File: config.mk
export PLATFORM = sky130hd
export DESIGN_NAME = xheep_host_run_controller
export DESIGN_NICKNAME = d
export VERILOG_FILES = /design/src/rtl/xheep_host_run_controller.sv
export SDC_FILE = /design/constraint.sdc
export NUM_CORES = 1
export LEC_CHECK = 0
export ABC_AREA = 1
export BUFFER_PORTS_ARGS = -buffer_cell sky130_fd_sc_hd__buf_2
export CAP_MARGIN = 25
export CORE_ASPECT_RATIO = 2
export CORE_MARGIN = 5
export CORE_UTILIZATION = 40
export DETAILED_ROUTE_END_ITERATION = 10
export HOLD_SLACK_MARGIN = 0.05
export PLACE_DENSITY_LB_ADDON = 0.25
export SYNTH_ARGS = -nofsm -noshare
export SYNTH_HDL_FRONTEND = slang
export SYNTH_SLANG_ARGS = --single-unit
File: constraint.sdc
create_clock -name clk_i -period 2.3 [get_ports clk_i]
set_input_delay 0.115 -clock clk_i [delete_from_list [all_inputs] [get_ports clk_i]]
set_output_delay 0.115 -clock clk_i [all_outputs]
set_load 0.02 [all_outputs]
File: src/rtl/xheep_host_run_controller.sv
// Host-side run sequencer for x_heep_system: holds the SoC in reset, releases it, watches exit and reports status.
// Latency: all outputs registered, one cycle from input to output; optional RUN timeout via XHEEP_RUN_CTRL_TIMEOUT_EN.
// Backpressure: none; start_i is accepted only in IDLE/DONE, abort_i is accepted in any state and has priority.
module xheep_host_run_controller #(
    parameter int unsigned RST_CYCLES     = 16,
    parameter int unsigned CNT_WIDTH      = 32,
    parameter int unsigned TIMEOUT_CYCLES = 100_000_000
) (
    input  logic                 clk_i,
    input  logic                 rst_ni,
    input  logic                 start_i,
    input  logic                 abort_i,
    input  logic                 boot_select_cfg_i,
    input  logic                 exec_flash_cfg_i,
    input  logic                 exit_valid_i,
    input  logic [31:0]          exit_value_i,
    output logic                 xheep_rst_no,
    output logic                 boot_select_o,
    output logic                 execute_from_flash_o,
    output logic                 busy_o,
    output logic                 done_o,
    output logic                 timeout_o,
    output logic [31:0]          exit_code_o,
    output logic [CNT_WIDTH-1:0] cycle_count_o
);

    localparam int unsigned RW = (RST_CYCLES > 1) ? $clog2(RST_CYCLES) : 1;
    localparam logic [RW-1:0] RST_LOAD = RW'(RST_CYCLES - 1);

    typedef enum logic [1:0] {
        S_IDLE,
        S_RESET,
        S_RUN,
        S_DONE
    } state_t;

    state_t          state;
    logic [RW-1:0]   rst_cnt;
    logic            cnt_max;
    logic            timeout_hit;

    assign cnt_max = &cycle_count_o;

`ifdef XHEEP_RUN_CTRL_TIMEOUT_EN
    localparam logic [CNT_WIDTH-1:0] TIMEOUT_VAL = CNT_WIDTH'(TIMEOUT_CYCLES);
    assign timeout_hit = (TIMEOUT_CYCLES != 0) && (cycle_count_o == TIMEOUT_VAL);
`else
    logic [31:0] unused_timeout;
    assign unused_timeout = TIMEOUT_CYCLES;
    assign timeout_hit    = 1'b0;
`endif

    always_ff @(posedge clk_i or negedge rst_ni) begin
        if (!rst_ni) begin
            state                <= S_IDLE;
            rst_cnt              <= '0;
            xheep_rst_no         <= 1'b0;
            boot_select_o        <= 1'b0;
            execute_from_flash_o <= 1'b0;
            busy_o               <= 1'b0;
            done_o               <= 1'b0;
            timeout_o            <= 1'b0;
            exit_code_o          <= '0;
            cycle_count_o        <= '0;
        end else if (abort_i) begin
            // Run results and boot cfg stay visible to the host after an abort.
            state        <= S_IDLE;
            xheep_rst_no <= 1'b0;
            busy_o       <= 1'b0;
            done_o       <= 1'b0;
            timeout_o    <= 1'b0;
        end else begin
            case (state)
                S_IDLE, S_DONE: begin
                    if (start_i) begin
                        state                <= S_RESET;
                        rst_cnt              <= RST_LOAD;
                        xheep_rst_no         <= 1'b0;
                        boot_select_o        <= boot_select_cfg_i;
                        execute_from_flash_o <= exec_flash_cfg_i;
                        busy_o               <= 1'b1;
                        done_o               <= 1'b0;
                        timeout_o            <= 1'b0;
                        exit_code_o          <= '0;
                        cycle_count_o        <= '0;
                    end
                end
                S_RESET: begin
                    if (rst_cnt == '0) begin
                        state        <= S_RUN;
                        xheep_rst_no <= 1'b1;
                    end else begin
                        rst_cnt <= rst_cnt - 1'b1;
                    end
                end
                S_RUN: begin
                    // Exit beats timeout when both land in the same cycle.
                    if (exit_valid_i) begin
                        state       <= S_DONE;
                        busy_o      <= 1'b0;
                        done_o      <= 1'b1;
                        exit_code_o <= exit_value_i;
                    end else if (timeout_hit) begin
                        state       <= S_DONE;
                        busy_o      <= 1'b0;
                        done_o      <= 1'b1;
                        timeout_o   <= 1'b1;
                        exit_code_o <= '0;
                    end else if (!cnt_max) begin
                        cycle_count_o <= cycle_count_o + 1'b1;
                    end
                end
                default: begin
                    state <= S_IDLE;
                end
            endcase
        end
    end

endmodule

Word-level counts from Yosys, hierarchy flattened:

Index checks and enable logic that the tools add are counted.

* $add $sub $neg: 2
* equal/unequal tests: 11
* muxes and demuxes: 27
* bitwise operators: 1
* reductions and logical operators: 18

Operator list (number)
* 32-bit 2-to-1 mux: 4
* 32-bit case mux with 2 select lines: 2
* 32-bit by 1-bit adder with 32-bit output (second input constant): 1
* 32-bit AND reduction: 1
* 3-bit AND reduction: 4
* 1-bit 2-to-1 mux: 10
* 2-bit inequality test (second input constant): 5
* 3-bit inequality test (second input constant): 3
* 2-bit 2-to-1 mux: 4
* 4-bit 2-to-1 mux: 2
* 4-bit case mux with 2 select lines: 1
* 4-bit AND reduction: 2
* 2-bit nonzero test: 4
* 1-bit case mux with 2 select lines: 3
* 2-bit case mux with 3 select lines: 1
* 3-bit nonzero test: 2
* 5-bit AND reduction: 1
* 2-bit equality test (second input constant): 2
* 4-bit logical NOT: 1
* 4-bit by 1-bit subtractor with 4-bit output (second input constant): 1
* 2-bit by 1-bit equality test with 1-bit output (second input constant): 1
* 2-bit logical NOT: 1
* 2-bit AND reduction: 1
* 2-bit OR reduction: 1
* 1-bit inverter: 1

* register bits: 76
* output and inout bits: 70

Depth between registers and ports, before layout:

Gate-level depths: netlist (run 1).

* depth in word-level cells: 4
* depth in mapped cells: 12

Least setup slack after synthesis (run 1):

OpenSTA, ideal clock, no wires.

* path type: reg2reg
* start point: register cycle_count_o[0]
* end point: register cycle_count_o[10]
* library setup time: 122 ps
* arrival time: 1719 ps
* setup slack: 460 ps
* stages on the path, launching flop included: 10
* buffers on the path: 1
* cells stage by stage: dfrtp_1 > ha_1 > inv_1 > nor2_4 > nand2_4 > nor2_8 > nand3_4 > nand3_4 > buf_6 > o21ai_2

* cells in the longest elaborated chain, start to end: 4

Ends and longest elaborated chain
* start, declared: line 24 `output logic [CNT_WIDTH-1:0] cycle_count_o`
* start signal, assigned: line 110 `cycle_count_o <= cycle_count_o + 1'b1;`
* 32-bit by 1-bit adder with 32-bit output: line 110
* 32-bit 2-to-1 mux: line 109 `end else if (!cnt_max) begin`
* 32-bit 2-to-1 mux: line 98 `if (exit_valid_i) begin`
* 32-bit case mux with 2 select lines: line 73 `case (state)`

Parallel ways exist; a longest one is shown, timed or not. The select of a mux whose other input is x is not followed.
A chain may end at the register's enable or synchronous reset.

Worst setup path after layout (run 1):

* start point: register state[0]
* end point: register cycle_count_o[29]

* cells in the longest elaborated chain, start to end: 4

Ends and longest elaborated chain
* start, declared: line 37 `state_t state;`
* start signal, assigned: line 55 `state <= S_IDLE;`
* start signal, assigned: line 67 `state <= S_IDLE;`
* start signal, assigned: line 76 `state <= S_RESET;`
* 2-bit equality test or 2-bit logical NOT (tied branches): line 73
* 2-bit OR reduction: line 73
* 2-bit inequality test (no source line) or 2-bit nonzero test (tied branches)
* 5-bit AND reduction (no source line)

Parallel ways exist; a longest one is shown, timed or not.

==> results.json, run 1 <==
{
  "die-area_sq_um": 12500,
  "dr.first_iter.drc_count": 141,
  "worstSkewPairLatency_ns": 0.34,
  "fp.dieW_um": 81.5,
  "core_sq_um": 10100,
  "place_area_sq_um": 4750,
  "rr_worst_depth": 7,
  "grt_pass1_vias": 3955,
  "synth_warnings": 0,
  "power_density_nw_per_um2": 979,
  "fin_nets": 699,
  "cts_tree": "built",
  "rows": 52,
  "cp_max_fo": 14,
  "async_flop_share": 1.00,
  "synth_top_area_cell": "dfrtp_1",
  "period_needed_ns": 2.05,
  "drive_gt1_frac": 0.275,
  "ctsLongestPathBuffers": 2,
  "cts_buffers": 9,
  "area_delta_synth_final_pct": 32.4,
  "relSlewSlack": 0.664,
  "post_cts_buffers": 0,
  "initial_core_util": 0.406,
  "cp.arrival_ns": 2.32,
  "holdPathStages": 3,
  "yosysSeqAreaShare": 0.459,
  "synth.top_cell.area_share": 0.459,
  "final.period_utilization": 0.891,
  "antenna_found_initial": 0,
  "hold_path.class": "in -> reg",
  "worstPathRequired_ns": 2.57,
  "cts-root-buf": "clkbuf_16",
  "ant_nets": 0,
  "ys_types": 37,
  "yosysMostFrequentCell": "nand2_1",
  "place.gp.congestion": 0.911,
  "hp-start": "exit_value_i[0]",
  "drt-pass1-iter-count": 6,
  "synth_fp_nets": 560,
  "crit_chain": "inv_1 -> ha_1 -> a21oi_1 -> o211a_2 -> nand3_4 -> buf_12 -> o21ai_2",
  "setup_violations": 0,
  "r2r_slack_ns": 0.25,
  "hold_violations": 0,
  "instances_no_fill": 796,
  "vias": 3882,
  "fin_area_sq_um": 5420,
  "fmax_ghz": 0.488,
  "io_pins": 109,
  "cts_sinks": 75,
  "avgSynthCellArea_sq_um": 7.91,
  "fp.dieH_um": 153,
  "r2r-end": "cycle_count_o[29]",
  "rr_startpoint": "state[0]",
  "hpwl_um": 8580,
  "fin_hold_ws_ns": 0.0591,
  "skew_ns": 0.00468,
  "slowest_delay_ns": 0.38,
  "wl_per_cell_um": 14.7,
  "n_antenna_cell": 0,
  "clkSlewWorstSetupHoldPaths_ns": 0.06,
  "critPathSlowestCell": "ha_1",
  "drc": 0,
  "grt_usage": 0.200,
  "globalRouteOverflowTotal": 0,
  "whs_endpoint": "exit_code_o[0]",
  "io_buffers": 107,
  "via_per_inst": 4.88,
  "synth-seq-cells": 75,
  "finalSetupTns_ns": 0,
  "netlist_area_sq_um": 4090,
  "critPathKind": "reg -> reg",
  "worst_pin_slew_ns": 0.503,
  "peakVddDrop_v": 0.000723,
  "slew_violations": 0,
  "p_leak_uw": 0.00255,
  "placed_cells": 747,
  "start_kind": "register",
  "grt_max_degree": 76,
  "status": "complete, no violations",
  "synth_cells": 517,
  "wl_um": 11700,
  "htreeDepth": 3,
  "synth_common_cells": "nand2_1 (194), dfrtp_1 (75), nor2_1 (46)",
  "drv_cap": 0,
  "synth_top_flop_cell": "dfrtp_1",
  "worstSetupEndpointType": "register",
  "ys_top_cells_by_area": "dfrtp_1 (46%), nand2_1 (18%), o21ai_2 (5.4%), nor2_1 (4.2%), o21ai_0 (4.2%)",
  "rsz0062_at_grt": "false",
  "grt_pass1_wl_um": 19200,
  "synth-edff-count": 0
}
## worst max path at each step
stage	cells after the start	slack (ns)	to	start
2_1_floorplan	9	0.46	cycle_count_o[10]	cycle_count_o[0]
3_3_place_gp	9	0.31	cycle_count_o[13]	cycle_count_o[0]
3_5_place_dp	7	0.25	cycle_count_o[27]	state[0]
4_1_cts	7	0.25	cycle_count_o[27]	state[0]
5_1_grt	7	0.08	cycle_count_o[29]	state[0]
6_report	7	0.25	cycle_count_o[29]	state[0]
## critical path, delay by kind of cell, from the launching register on
| family | cells | cell delay (ns) |
|---|---|---|
| flip-flops | 1 | 0.35 |
| buffers and inverters | 2 | 0.28 |
| AO/OA/AOI/OAI | 3 | 0.74 |
| adder cells (fa/ha/maj) | 1 | 0.38 |
| AND/OR/NAND/NOR | 1 | 0.21 |
## area by class of cell
type,instances,area (sq um)
fill,923,4670
tap,135,169
timing repair buffer,146,956
inverter,32,120
sequential,75,1880
multi-input combinational,392,1970
clock inverter,6,90.1
clock buffer,10,229
## cell usage in the layout (no fill, tap or decap), drive strengths merged
cell type      n
nand4          1
clkbuf        10
ha             4
dfrtp         75
clkinv         3
nor2          51
bufinv         2
nand2        206
mux2           2
or2            2
a21oi          2
buf          114
o31ai          2
nand3         26
nand3b         1
o2bb2ai        1
conb           1
xor2           5
and2           1
dlygate4sd3   32
xnor2         13
o21ai         70
clkinvlp       1
inv           32
nor3           2
o211a          1
o211ai         1
## where the power goes
group,leakage [uW],switching (uW),internal (uW)
registers,0.00102,210,1680
clock network,0.000153,565,952
logic,0.00137,1280,618
total,0.00255,2060,3240
## layer usage
layer  vias to the layer above  share of wire  track usage
met4                         0          0.057        0.127
met2                       143           0.53        0.349
met1                      1782           0.36        0.210
li1                       1920              -            -
met3                        37          0.060       0.0395
met5                         -              0            0
## state kept, by name (all words and copies together) (netlist names)
| name | cells |
|---|---|
| boot_select_o | 1 |
| busy_o | 1 |
| exit_code_o | 32 |
| done_o | 1 |
| cycle_count_o | 32 |
| state | 2 |
| xheep_rst_no | 1 |
| execute_from_flash_o | 1 |
| rst_cnt | 4 |
## what timing repair did
action                                 in CTS  in global routing
endpoints found under the hold margin     106                  0
resized for setup                           0                  0
hold buffers                               32                  0
## logic make-up after synthesis
family                     Yosys count  share of synthesized area
buffers and inverters               50                     0.0593
and+or+nand+nor                    290                      0.304
xor gates and xnor gates            18                     0.0385
other                                1                   0.000917
DFF                                 75                      0.459
adders and majority gates            4                     0.0122
muxes                                2                    0.00550
AOI/OAI and AO/OA                   77                      0.121
## metrics by stage
stage / power, uW / setup slack [ns] / utilization
after CTS: 5340 / 0.248 / 0.534
after global routing: 5640 / 0.0807 / 0.537
final: 5300 / 0.250 / 0.537
after global placement: 3720 / 0.307 / 0.471
after floorplan: 3160 / 0.460 / -
after detailed placement: 3760 / 0.247 / 0.471
No activity file was read; power rests on OpenSTA's default activity.
==> inputs of run 2 (changes only) <==
CAP_MARGIN = 40   (was 25)
HOLD_SLACK_MARGIN = 0.08   (was 0.05)
REMOVE_ABC_BUFFERS = 1   (was default)
==> run 2 against run 1 <==
Utilization about the same. Hold slack better by 0.20 ns. Die area unchanged. Via count down 0.15%. Largest cell class unchanged.
==> results.json, run 2 (same netlist as run 1, synthesis figures left out) <==
{
  "rr_worst_depth": 7,
  "status": "complete, no violations",
  "vias": 3876,
  "power_density_nw_per_um2": 959,
  "cts-root-buf": "clkbuf_16",
  "dr.first_iter.drc_count": 186,
  "fp.dieH_um": 153,
  "r2r-end": "cycle_count_o[12]",
  "hold_buffers": 36,
  "wl_per_cell_um": 14.4,
  "fin_hold_ws_ns": 0.260,
  "regArea_sq_um": 1880,
  "globalRouteOverflowTotal": 0,
  "rows": 52,
  "r2r_slack_ns": 0.22,
  "drv_cap": 0,
  "finalPower_uw": 5190,
  "clkSlewWorstSetupHoldPaths_ns": 0.06,
  "worstSetupEndpointType": "register",
  "grt_pass1_vias": 3959,
  "top_regs": "cycle_count_o: 32 flops, exit_code_o: 32 flops, rst_cnt: 4 flops",
  "fin_area_sq_um": 5410,
  "fin_nets": 702,
  "grt_usage": 0.196,
  "fillCellCount": 904,
  "cp_max_fo": 14,
  "final_cell_mix": "nand2_1 (193), buf_2 (106), dfrtp_1 (75), nor2_1 (46), dlygate4sd3_1 (36)",
  "grt_pass1_wl_um": 18900,
  "hpwl_um": 8120,
  "drt-pass1-iter-count": 4,
  "cts_resized": 0,
  "final.period_utilization": 0.902,
  "setup_violations": 0,
  "ant_nets": 0,
  "period_needed_ns": 2.08,
  "wl_um": 11500,
  "fp.dieW_um": 81.5,
  "rr_startpoint": "state[0]",
  "skew_ns": 0.00546,
  "holdPathStages": 4,
  "peakVddDrop_v": 0.000628,
  "critPathKind": "reg -> reg",
  "cts_sinks": 75,
  "multi_input_area_sq_um": 1970,
  "post_cts_buffers": 0,
  "worstSkewPairLatency_ns": 0.33,
  "start_kind": "register",
  "io_pins": 109,
  "place_area_sq_um": 4760,
  "hold_path.class": "in -> reg",
  "area_delta_synth_final_pct": 32.3,
  "final_common_cell": "nand2_1",
  "place.gp.congestion": 0.952,
  "io_buffers": 107,
  "die-area_sq_um": 12500,
  "drc": 0,
  "whs_endpoint": "busy_o",
  "rsz0062_at_grt": "false",
  "slew_violations": 0,
  "via_per_inst": 4.86,
  "core_sq_um": 10100,
  "initial_core_util": 0.406,
  "cts_buffers": 9,
  "drive_gt1_frac": 0.273,
  "n_antenna_cell": 0,
  "ctsLongestPathBuffers": 2,
  "pre_cts_slack_ns": 0.246,
  "cts_tree": "built",
  "hp-start": "start_i",
  "met2_length_um": 6100,
  "final_util": 0.537,
  "cp.arrival_ns": 2.33,
  "wl_met1_um": 4060,
  "htreeDepth": 3,
  "fmax_ghz": 0.482,
  "antenna_found_initial": 0,
  "grt_max_degree": 76,
  "hold_violations": 0,
  "route.met3.wl_um": 829,
  "worst_slack_ns": 0.225,
  "p_leak_uw": 0.00255,
  "route.top_layer_used": "met4",
  "worstPathRequired_ns": 2.56
}
## run 2: cell count changes in the layout (fill, tap and decap cells not counted)
| cell | before | now |
|---|---|---|
| dlygate4sd3_1 | 32 | 36 |
| clkinv_2 | 1 | 3 |
| buf_12 | 2 | 3 |
| buf_16 | 1 | 0 |
| buf_4 | 5 | 4 |
| bufinv_16 | 2 | 1 |
| clkbuf_1 | 1 | 0 |
| clkbuf_8 | 0 | 1 |
| clkinv_4 | 2 | 1 |
| clkinvlp_4 | 1 | 0 |
## run 2: metal layers
layer,vias to the layer above,global-route usage
li1,1923,-
met1,1774,0.205
met2,144,0.339
met3,35,0.0583
met4,0,0.106
met5,-,0
## run 2: power by group
part           leakage [uW]  internal [uW]  switching [uW]  total (uW)
Sequential          0.00102           1680             201        1880
Clock              0.000148            859             545        1400
Combinational       0.00138            616            1300        1910
## run 2: cell type report
| class | instances | share of cell area |
|---|---|---|
| clock inverter | 5 | 0.00994 |
| multi-input combinational | 392 | 0.365 |
| sequential | 75 | 0.347 |
| tap | 135 | 0.0312 |
| timing repair buffer | 149 | 0.181 |
| inverter | 32 | 0.0222 |
| clock buffer | 10 | 0.0441 |
## run 2: how the worst max path moves through the flow
stage	slack [ns]	endpoint	depth (start not counted)	start
after floorplan	-0.50	busy_o	6	state[0]
after global placement	0.34	cycle_count_o[11]	9	cycle_count_o[0]
after detailed placement	0.25	cycle_count_o[12]	7	state[0]
after CTS	0.23	cycle_count_o[12]	7	state[0]
after global routing	0.10	cycle_count_o[29]	7	state[0]
final	0.22	cycle_count_o[12]	7	state[0]
## run 2: per-stage QoR
stage,instances,TNS [ns]
3_3_place_gp,747,0
3_5_place_dp,747,0
5_1_grt,798,0
6_report,798,0
4_1_cts,798,0
2_1_floorplan,499,-17.18
## run 2: worst max-delay path, stage by stage (launching register included)
cell and delay, ns:
dfrtp_1 0.36, inv_1 0.06, ha_1 0.37, a21oi_1 0.31, o211a_2 0.35, nand3_4 0.21
buf_12 0.22, o21ai_2 0.11
